**config.mk**
```make
export PLATFORM = sky130hd
export DESIGN_NAME = msb_first_serializer_flat
export DESIGN_NICKNAME = d
export VERILOG_FILES = /design/src/rtl/msb_first_serializer_if.sv /design/src/rtl/msb_first_serializer.sv /design/src/flat_wrapper.sv
export SDC_FILE = /design/constraint.sdc
export NUM_CORES = 1
export LEC_CHECK = 0
export ABC_AREA = 1
export CORE_AREA = 4 4 41 43
export CTS_BUF_LIST = sky130_fd_sc_hd__clkbuf_4
export CTS_CLUSTER_DIAMETER = 50
export DETAILED_ROUTE_END_ITERATION = 10
export DIE_AREA = 0 0 45 47
export GPL_TIMING_DRIVEN = 0
export MAX_ROUTING_LAYER = met4
export SKIP_CTS_REPAIR_TIMING = 1
export SLEW_MARGIN = 30
export SYNTH_ARGS = -nofsm -noshare
export SYNTH_HDL_FRONTEND = slang
export SYNTH_SLANG_ARGS = --single-unit
```
**constraint.sdc**
```tcl
create_clock -name clk -period 1.5 [get_ports clk]
set_input_delay 0.225 -clock clk [delete_from_list [all_inputs] [get_ports clk]]
set_output_delay 0.225 -clock clk [all_outputs]
set_load 0.05 [all_outputs]
```
**src/rtl/msb_first_serializer_if.sv**
```systemverilog
// Bundle of the parallel-in / serial-out handshake signals of the MSB-first
// serializer. The master side owns the word source and the bit consumer.
// The slave side is the serializer itself.
interface msb_first_serializer_if #(
    parameter int WIDTH = 4
);
    logic [WIDTH-1:0] data_in;
    logic             in_valid;
    logic             in_ready;
    logic             data_out;
    logic             out_valid;
    logic             out_last;
    logic             out_ready;

    // Environment view: supplies words and consumes bits.
    modport master (
        output data_in,
        output in_valid,
        output out_ready,
        input  in_ready,
        input  data_out,
        input  out_valid,
        input  out_last
    );

    // Serializer view.
    modport slave (
        input  data_in,
        input  in_valid,
        input  out_ready,
        output in_ready,
        output data_out,
        output out_valid,
        output out_last
    );
endinterface

```
**src/rtl/msb_first_serializer.sv**
```systemverilog
// MSB-first serializer: accepts a WIDTH-bit word over a valid/ready handshake
// and emits it one bit per output handshake, MSB first. out_last marks the LSB.
// A new word can be accepted on the last-bit handshake, so streams run with no bubble.
module msb_first_serializer #(
    parameter int WIDTH = 4
) (
    input  logic                   clk,
    input  logic                   rst,
    msb_first_serializer_if.slave  bus
);
    localparam int                 CNT_W   = $clog2(WIDTH);
    localparam logic [CNT_W-1:0]   CNT_TOP = CNT_W'(WIDTH - 1);

    typedef enum logic {
        IDLE  = 1'b0,
        SHIFT = 1'b1
    } state_t;

    state_t             state_q, state_d;
    logic [WIDTH-1:0]   shift_q, shift_d;
    logic [WIDTH-1:0]   shift_left;
    logic [CNT_W-1:0]   cnt_q, cnt_d;
    logic               data_out_q, data_out_d;
    logic               out_valid_q, out_valid_d;
    logic               out_last_q, out_last_d;

    logic               in_ready;
    logic               load;
    logic               out_hs;

    // The shift register moves one place toward the MSB. A zero enters at bit 0.
    assign shift_left[0] = 1'b0;
    generate
        for (genvar gi = 1; gi < WIDTH; gi++) begin : g_shift
            assign shift_left[gi] = shift_q[gi-1];
        end
    endgenerate

    // Handshakes. in_ready has no path from in_valid, so load cannot form a loop.
    assign load   = bus.in_valid & in_ready;
    assign out_hs = out_valid_q & bus.out_ready;

    // State register. It holds the FSM state, the datapath and the registered outputs.
    always_ff @(posedge clk) begin
        if (rst) begin
            state_q     <= IDLE;
            shift_q     <= '0;
            cnt_q       <= '0;
            data_out_q  <= 1'b0;
            out_valid_q <= 1'b0;
            out_last_q  <= 1'b0;
        end else begin
            state_q     <= state_d;
            shift_q     <= shift_d;
            cnt_q       <= cnt_d;
            data_out_q  <= data_out_d;
            out_valid_q <= out_valid_d;
            out_last_q  <= out_last_d;
        end
    end

    // Next-state process. Loads a word, advances one bit per output handshake,
    // and chains or retires on the last bit.
    always_comb begin
        state_d = state_q;
        shift_d = shift_q;
        cnt_d   = cnt_q;

        case (state_q)
            IDLE: begin
                if (load) begin
                    state_d = SHIFT;
                    shift_d = bus.data_in;
                    cnt_d   = CNT_TOP;
                end
            end

            SHIFT: begin
                if (out_hs) begin
                    if (cnt_q != '0) begin
                        shift_d = shift_left;
                        cnt_d   = cnt_q - 1'b1;
                    end else if (load) begin
                        // Last bit leaves and the next word's MSB follows directly.
                        shift_d = bus.data_in;
                        cnt_d   = CNT_TOP;
                    end else begin
                        // Clearing the shifter keeps data_out at 0 while idle.
                        state_d = IDLE;
                        shift_d = '0;
                        cnt_d   = '0;
                    end
                end
            end

            default: begin
                state_d = IDLE;
                shift_d = '0;
                cnt_d   = '0;
            end
        endcase

        // The serial outputs are computed from next state, so they leave the block straight from flops.
        data_out_d  = shift_d[WIDTH-1];
        out_valid_d = (state_d == SHIFT);
        out_last_d  = (state_d == SHIFT) && (cnt_d == '0);
    end

    // Output process. in_ready is open in IDLE, or on the last-bit handshake only.
    always_comb begin
        in_ready = 1'b0;
        if (!rst) begin
            case (state_q)
                IDLE:    in_ready = 1'b1;
                SHIFT:   in_ready = (cnt_q == '0) && bus.out_ready;
                default: in_ready = 1'b0;
            endcase
        end
    end

    assign bus.in_ready  = in_ready;
    assign bus.data_out  = data_out_q;
    assign bus.out_valid = out_valid_q;
    assign bus.out_last  = out_last_q;

endmodule

```
**src/flat_wrapper.sv**
```systemverilog
// flat-port wrapper written by rule: the top's interface ports become plain ports
module msb_first_serializer_flat 
#(
    parameter int WIDTH = 4
)
  (clk, rst, bus_data_in, bus_in_valid, bus_out_ready, bus_in_ready, bus_data_out, bus_out_valid, bus_out_last);
  msb_first_serializer_if #(.WIDTH(WIDTH)) bus_i ();
  input  logic clk;
  input  logic rst;
  input wire logic [$bits(bus_i.data_in)-1:0] bus_data_in;
  input wire logic [$bits(bus_i.in_valid)-1:0] bus_in_valid;
  input wire logic [$bits(bus_i.out_ready)-1:0] bus_out_ready;
  output wire logic [$bits(bus_i.in_ready)-1:0] bus_in_ready;
  output wire logic [$bits(bus_i.data_out)-1:0] bus_data_out;
  output wire logic [$bits(bus_i.out_valid)-1:0] bus_out_valid;
  output wire logic [$bits(bus_i.out_last)-1:0] bus_out_last;
  assign bus_i.data_in = bus_data_in;
  assign bus_i.in_valid = bus_in_valid;
  assign bus_i.out_ready = bus_out_ready;
  assign bus_in_ready = bus_i.in_ready;
  assign bus_data_out = bus_i.data_out;
  assign bus_out_valid = bus_i.out_valid;
  assign bus_out_last = bus_i.out_last;
  msb_first_serializer #(.WIDTH(WIDTH)) u_core (.clk(clk), .rst(rst), .bus(bus_i));
endmodule
```
Word-level counts from Yosys, hierarchy flattened
Cells that the tools add are included.
{"block": "classes", "n_addsub": 1, "eq_ne": 2, "n_mux": 16, "n_bitwise": 3, "n_reduce_logical": 6}
{"operator": "$mux W4", "count": 4}
{"operator": "$mux W2", "count": 4}
{"operator": "$pmux W4 S2", "count": 1}
{"operator": "$logic_not A2 Y1", "count": 2}
{"operator": "$mux W1", "count": 4}
{"operator": "$pmux W1 S2", "count": 2}
{"operator": "$pmux W2 S2", "count": 1}
{"operator": "$and A1 B1 Y1", "count": 2}
{"operator": "$logic_and A1 B1 Y1", "count": 2}
{"operator": "$ne A2 B1 Y1 const B", "count": 1}
{"operator": "$ne A2 B2 Y1 const B", "count": 1}
{"operator": "$reduce_and A2 Y1", "count": 1}
{"operator": "$reduce_bool A2 Y1", "count": 1}
{"operator": "$sub A2 B1 Y2 const B", "count": 1}
{"operator": "$not A1 Y1", "count": 1}
{"block": "word_totals", "reg_bits": 8, "in_bits": 8, "out_inout_bits": 4, "word_cells": 33}

Longest topological paths before layout
{"block": "logic_depth", "depth_word": 11, "depth_mapped": 8, "mapped_depth_nobuf": 8}

Worst setup path before layout
OpenSTA, ideal clock, no wires.
{"block": "synth_timing", "path_type": "reg2reg", "start": "register u_core.state_q", "end": "register u_core.shift_q[0]", "setup_ps": 70, "t_arrival_ps": 1716, "required_time_ps": 1430, "setup_slack_ps": -286, "path_stages_with_launch": 4, "path_buffers": 0, "synth_period_minus_slack_ps": 1786, "cell_sequence": "dfxtp_1 > a21oi_1 > nand3_1 > a21oi_1"}
{"block": "synth_via", "elab_chain_len": 8, "word_cells_on_any_way": 12, "cone_classes": "2 x eq/ne; 6 x mux; 3 x bitwise; 1 x reduce/logical"}
{"item": "start: declaration", "line": "msb_first_serializer.sv:19", "rtl": "state_t state_q, state_d;"}
{"item": "start signal: assignment", "line": "msb_first_serializer.sv:53", "rtl": "state_q <= state_d;"}
{"item": "$not A1 Y1", "line": "msb_first_serializer.sv:113", "rtl": "case (state_q)"}
{"item": "$pmux W1 S2 (*)", "line": "msb_first_serializer.sv:113"}
{"item": "$mux W1 (*)", "line": "msb_first_serializer.sv:112", "rtl": "if (!rst) begin"}
{"item": "via bus_in_ready", "line": "flat_wrapper.sv:13", "rtl": "output wire logic [$bits(bus_i.in_ready)-1:0] bus_in_ready;"}
{"item": "$and A1 B1 Y1 (*)", "line": "msb_first_serializer.sv:40", "rtl": "assign load = bus.in_valid & in_ready;"}
{"item": "$mux W4", "line": "msb_first_serializer.sv:83", "rtl": "end else if (load) begin"}
{"item": "$mux W4", "line": "msb_first_serializer.sv:80", "rtl": "if (cnt_q != '0) begin"}
{"item": "$mux W4", "line": "msb_first_serializer.sv:79", "rtl": "if (out_hs) begin"}
{"item": "$pmux W4 S2", "line": "msb_first_serializer.sv:69", "rtl": "case (state_q)"}
{"item": "end signal: assignment", "line": "msb_first_serializer.sv:54", "rtl": "shift_q <= shift_d;"}
{"item": "end: declaration", "line": "msb_first_serializer.sv:20", "rtl": "logic [WIDTH-1:0] shift_q, shift_d;"}
Mark *: on every way through the listed nets, which the timed path passes. The rest lies on a longest branch. The select of a mux whose other input is x is not followed.
A chain may end at the register's enable or synchronous reset.

Worst setup path in the final report
{"block": "layout_timing", "start": "register u_core.cnt_q[0]", "end": "output bus_in_ready"}
{"block": "layout_via", "elab_chain_len": 4}
{"item": "start: declaration", "line": "msb_first_serializer.sv:22", "rtl": "logic [CNT_W-1:0] cnt_q, cnt_d;"}
{"item": "start signal: assignment", "line": "msb_first_serializer.sv:55", "rtl": "cnt_q <= cnt_d;"}
{"item": "$logic_not A2 Y1", "line": "msb_first_serializer.sv:115", "rtl": "SHIFT: in_ready = (cnt_q == '0) && bus.out_ready;"}
{"item": "$logic_and A1 B1 Y1", "line": "msb_first_serializer.sv:115"}
{"item": "$pmux W1 S2", "line": "msb_first_serializer.sv:113"}
{"item": "$mux W1", "line": "msb_first_serializer.sv:112"}
{"item": "end: declaration", "line": "flat_wrapper.sv:13"}
Every way passes these cells.

==> results.toml <==
[setup_path]
arrival_ps = 1220
crit_path_max_fanout = 6
r2r_start = "u_core.state_q"
criticalPathCategory = "reg -> out"
reg2reg_to = "u_core.cnt_q[1]"
critPathSlowestCell = "dfxtp_1"
cp_cell_sequence = "nor2_4, nand2_2, a21oi_2, buf_4"
cp-end-kind = "output pin"
crit_start = "u_core.cnt_q[0]"
rrSetupSlack_ps = 270
r2r_cells = 5
max_stage_delay_ps = 350
cp.required_ps = 1270
crit_end = "bus_in_ready"
start_kind = "register"

[route]
wire_per_inst_um = 9.92
drc_errors = 0
ant_nets = 0
vias = 410
wirelength_um = 873
first_pass_iters = 2
first_iter_violations = 1
via_per_inst = 4.66

[finish]
layout.nets = 83
antennaDiodeCount = 0
drive_gt1_share_pct = 15.1
area_growth_pct = 37.9
instances_no_fill = 88
fill_cells = 155
regArea_um2 = 160
stdcell_area_um2 = 556
multi_input_area_um2 = 216

[global_route]
track_usage_pct = 10.8
use_met1_pct = 12.4
antenna_found_initial = 0
grt_pass1_wl_mm = 1.51
gr-usage-met3_pct = 3.45
grt_overflow = 0
grt.busiest_layer = "met2"
grtUsageMet2_pct = 14.4
grt_max_degree = 9
grt_pass1_vias = 392

[timing]
fin_worst_hold_slack_ps = 492
tns_ps = 0
worst_pin_slew_ps = 503
finalHoldViolCount = 0
report.final.slew_viol_count = 0
fin_crit_sh_pct = 96.0
rsz0062_at_grt = "yes"
slew_headroom_pct = 66.4
fmax_mhz = 694
finalClockSkew_ps = 6.60
setup_viol = 0
fin_crit_ps = 1440

[floorplan]
num_rows = 13
die_w_um = 45
fp.coreArea_um2 = 1300
dieArea_um2 = 2120
num_io_pins = 12
die_h_um = 47
floorplan.initialDensity_pct = 31.0

[power_and_ir_drop]
ir_drop_mv = 0.423
finalPower_mw = 0.555
leakage_nw = 0.270
power_per_cell_area_nw_per_um2 = 999

[logic_synthesis]
ys_seq_elements = 8
synth_top_area_share_pct = 39.8
syn_area_per_cell_um2 = 6.83
ys_warn_count = 0
ys_seq_area_share_pct = 39.8
yosys.cell_types.count = 14
syn_area_um2 = 403
synth_top_area_cell = "dfxtp_1"
synthesis.nets = 67
synth.top_cells.by_area = "dfxtp_1 40%, nor2_1 10%, nand2_1 8.4%, o21ai_0 7.5%, inv_1 7.5%"
postSynthCellCount = 59

[placement]
placed_area_um2 = 536
place_inst = 85
port_buffers = 11
hpwlAfterDp_um = 669
gp_congestion = 0.775

[outcome]
status = "complete, no violations"

[min_path]
hold_class = "reg -> reg"
whs_path_depth = 2

[clocking]
clk_latency_ps = 260
cts_buffers = 3
cts-root-buf = "clkbuf_4"
path_clk_slew_ps = 60
cts_num_sinks = 8
clockBufferDepth = 2
cts_tree = "yes"
h-tree-depth = 1

[run]
maxCapViolCount = 0
-- report_power, final --
part	leakage [nW]	internal, mW	switching [mW]
combinational	0.190	0.0550	0.0851
sequential	0.0660	0.230	0.0137
clock	0.0138	0.0920	0.0794
-- worst min-delay path by stage --
stage	startpoint	to	slack (ps)
after floorplan	rst	u_core.cnt_q[0]	290
after global placement	u_core.shift_q[0]	u_core.shift_q[0]	490
after CTS	u_core.shift_q[0]	u_core.shift_q[0]	500
after global routing	u_core.shift_q[0]	u_core.shift_q[0]	530
after detailed placement	u_core.shift_q[0]	u_core.shift_q[0]	490
final	u_core.shift_q[0]	u_core.shift_q[0]	490
-- cell families after synthesis --
| logic type | Yosys count | share of synthesized area, % |
|---|---|---|
| AO/OA/AOI/OAI | 13 | 17.7 |
| buffers and inverters | 8 | 7.45 |
| flip-flops | 8 | 39.8 |
| AND/OR/NAND/NOR | 30 | 35.1 |
-- cells in the mapped netlist --
master / count
nor2_1: 11
nand2_1: 9
dfxtp_1: 8
inv_1: 8
o21ai_0: 6
a21oi_1: 5
nand3_1: 4
nand2_2: 2
a41oi_1: 1
and2_1: 1
nand3_2: 1
nand4_1: 1
nor2_4: 1
o21bai_1: 1
-- registers in the layout (all words and copies together) (netlist names) --
name                 count
u_core.shift_q           3
u_core.bus.data_out      1
u_core.bus.out_last      1
u_core.cnt_q             2
u_core.state_q           1
-- critical path, delay by kind of cell, from the launching register on --
| family | cells | cell delay, ps |
|---|---|---|
| and+or+nand+nor | 2 | 260 |
| AOI/OAI and AO/OA | 1 | 140 |
| DFF | 1 | 350 |
| buffers and inverters | 1 | 210 |
-- placed cells by master, fill, tap and decap left out, drive strengths merged --
cell type       n
a21oi           5
a41oi           1
and2            1
buf             1
clkbuf          4
clkdlybuf4s50   7
dfxtp           8
dlymetal6s2s    2
inv             8
nand2          11
nand3           5
nand4           1
nor2           12
o21ai           6
o21bai          1
-- metrics by stage --
step                utilization, %  setup WS [ps]
CTS                           42.9           -559
finish                        42.7           59.5
detailed placement            41.2           -509
global placement              41.2           -532
floorplan                        -           33.6
global route                  42.7          -21.1
-- final cells by class --
cell class | instances | area share, %
Clock buffer | 3 | 4.05
Inverter | 8 | 5.41
Multi-Input combinational cell | 43 | 39.0
Sequential cell | 8 | 28.8
Tap cell | 15 | 3.38
Timing Repair Buffer | 11 | 19.4
-- layer usage --
layer	vias up	routed length, µm
met4	0	40
met1	175	428
met2	10	365
met3	5	40
met5	-	0
li1	220	-
Note: power is estimated with default switching activity, not from simulation.
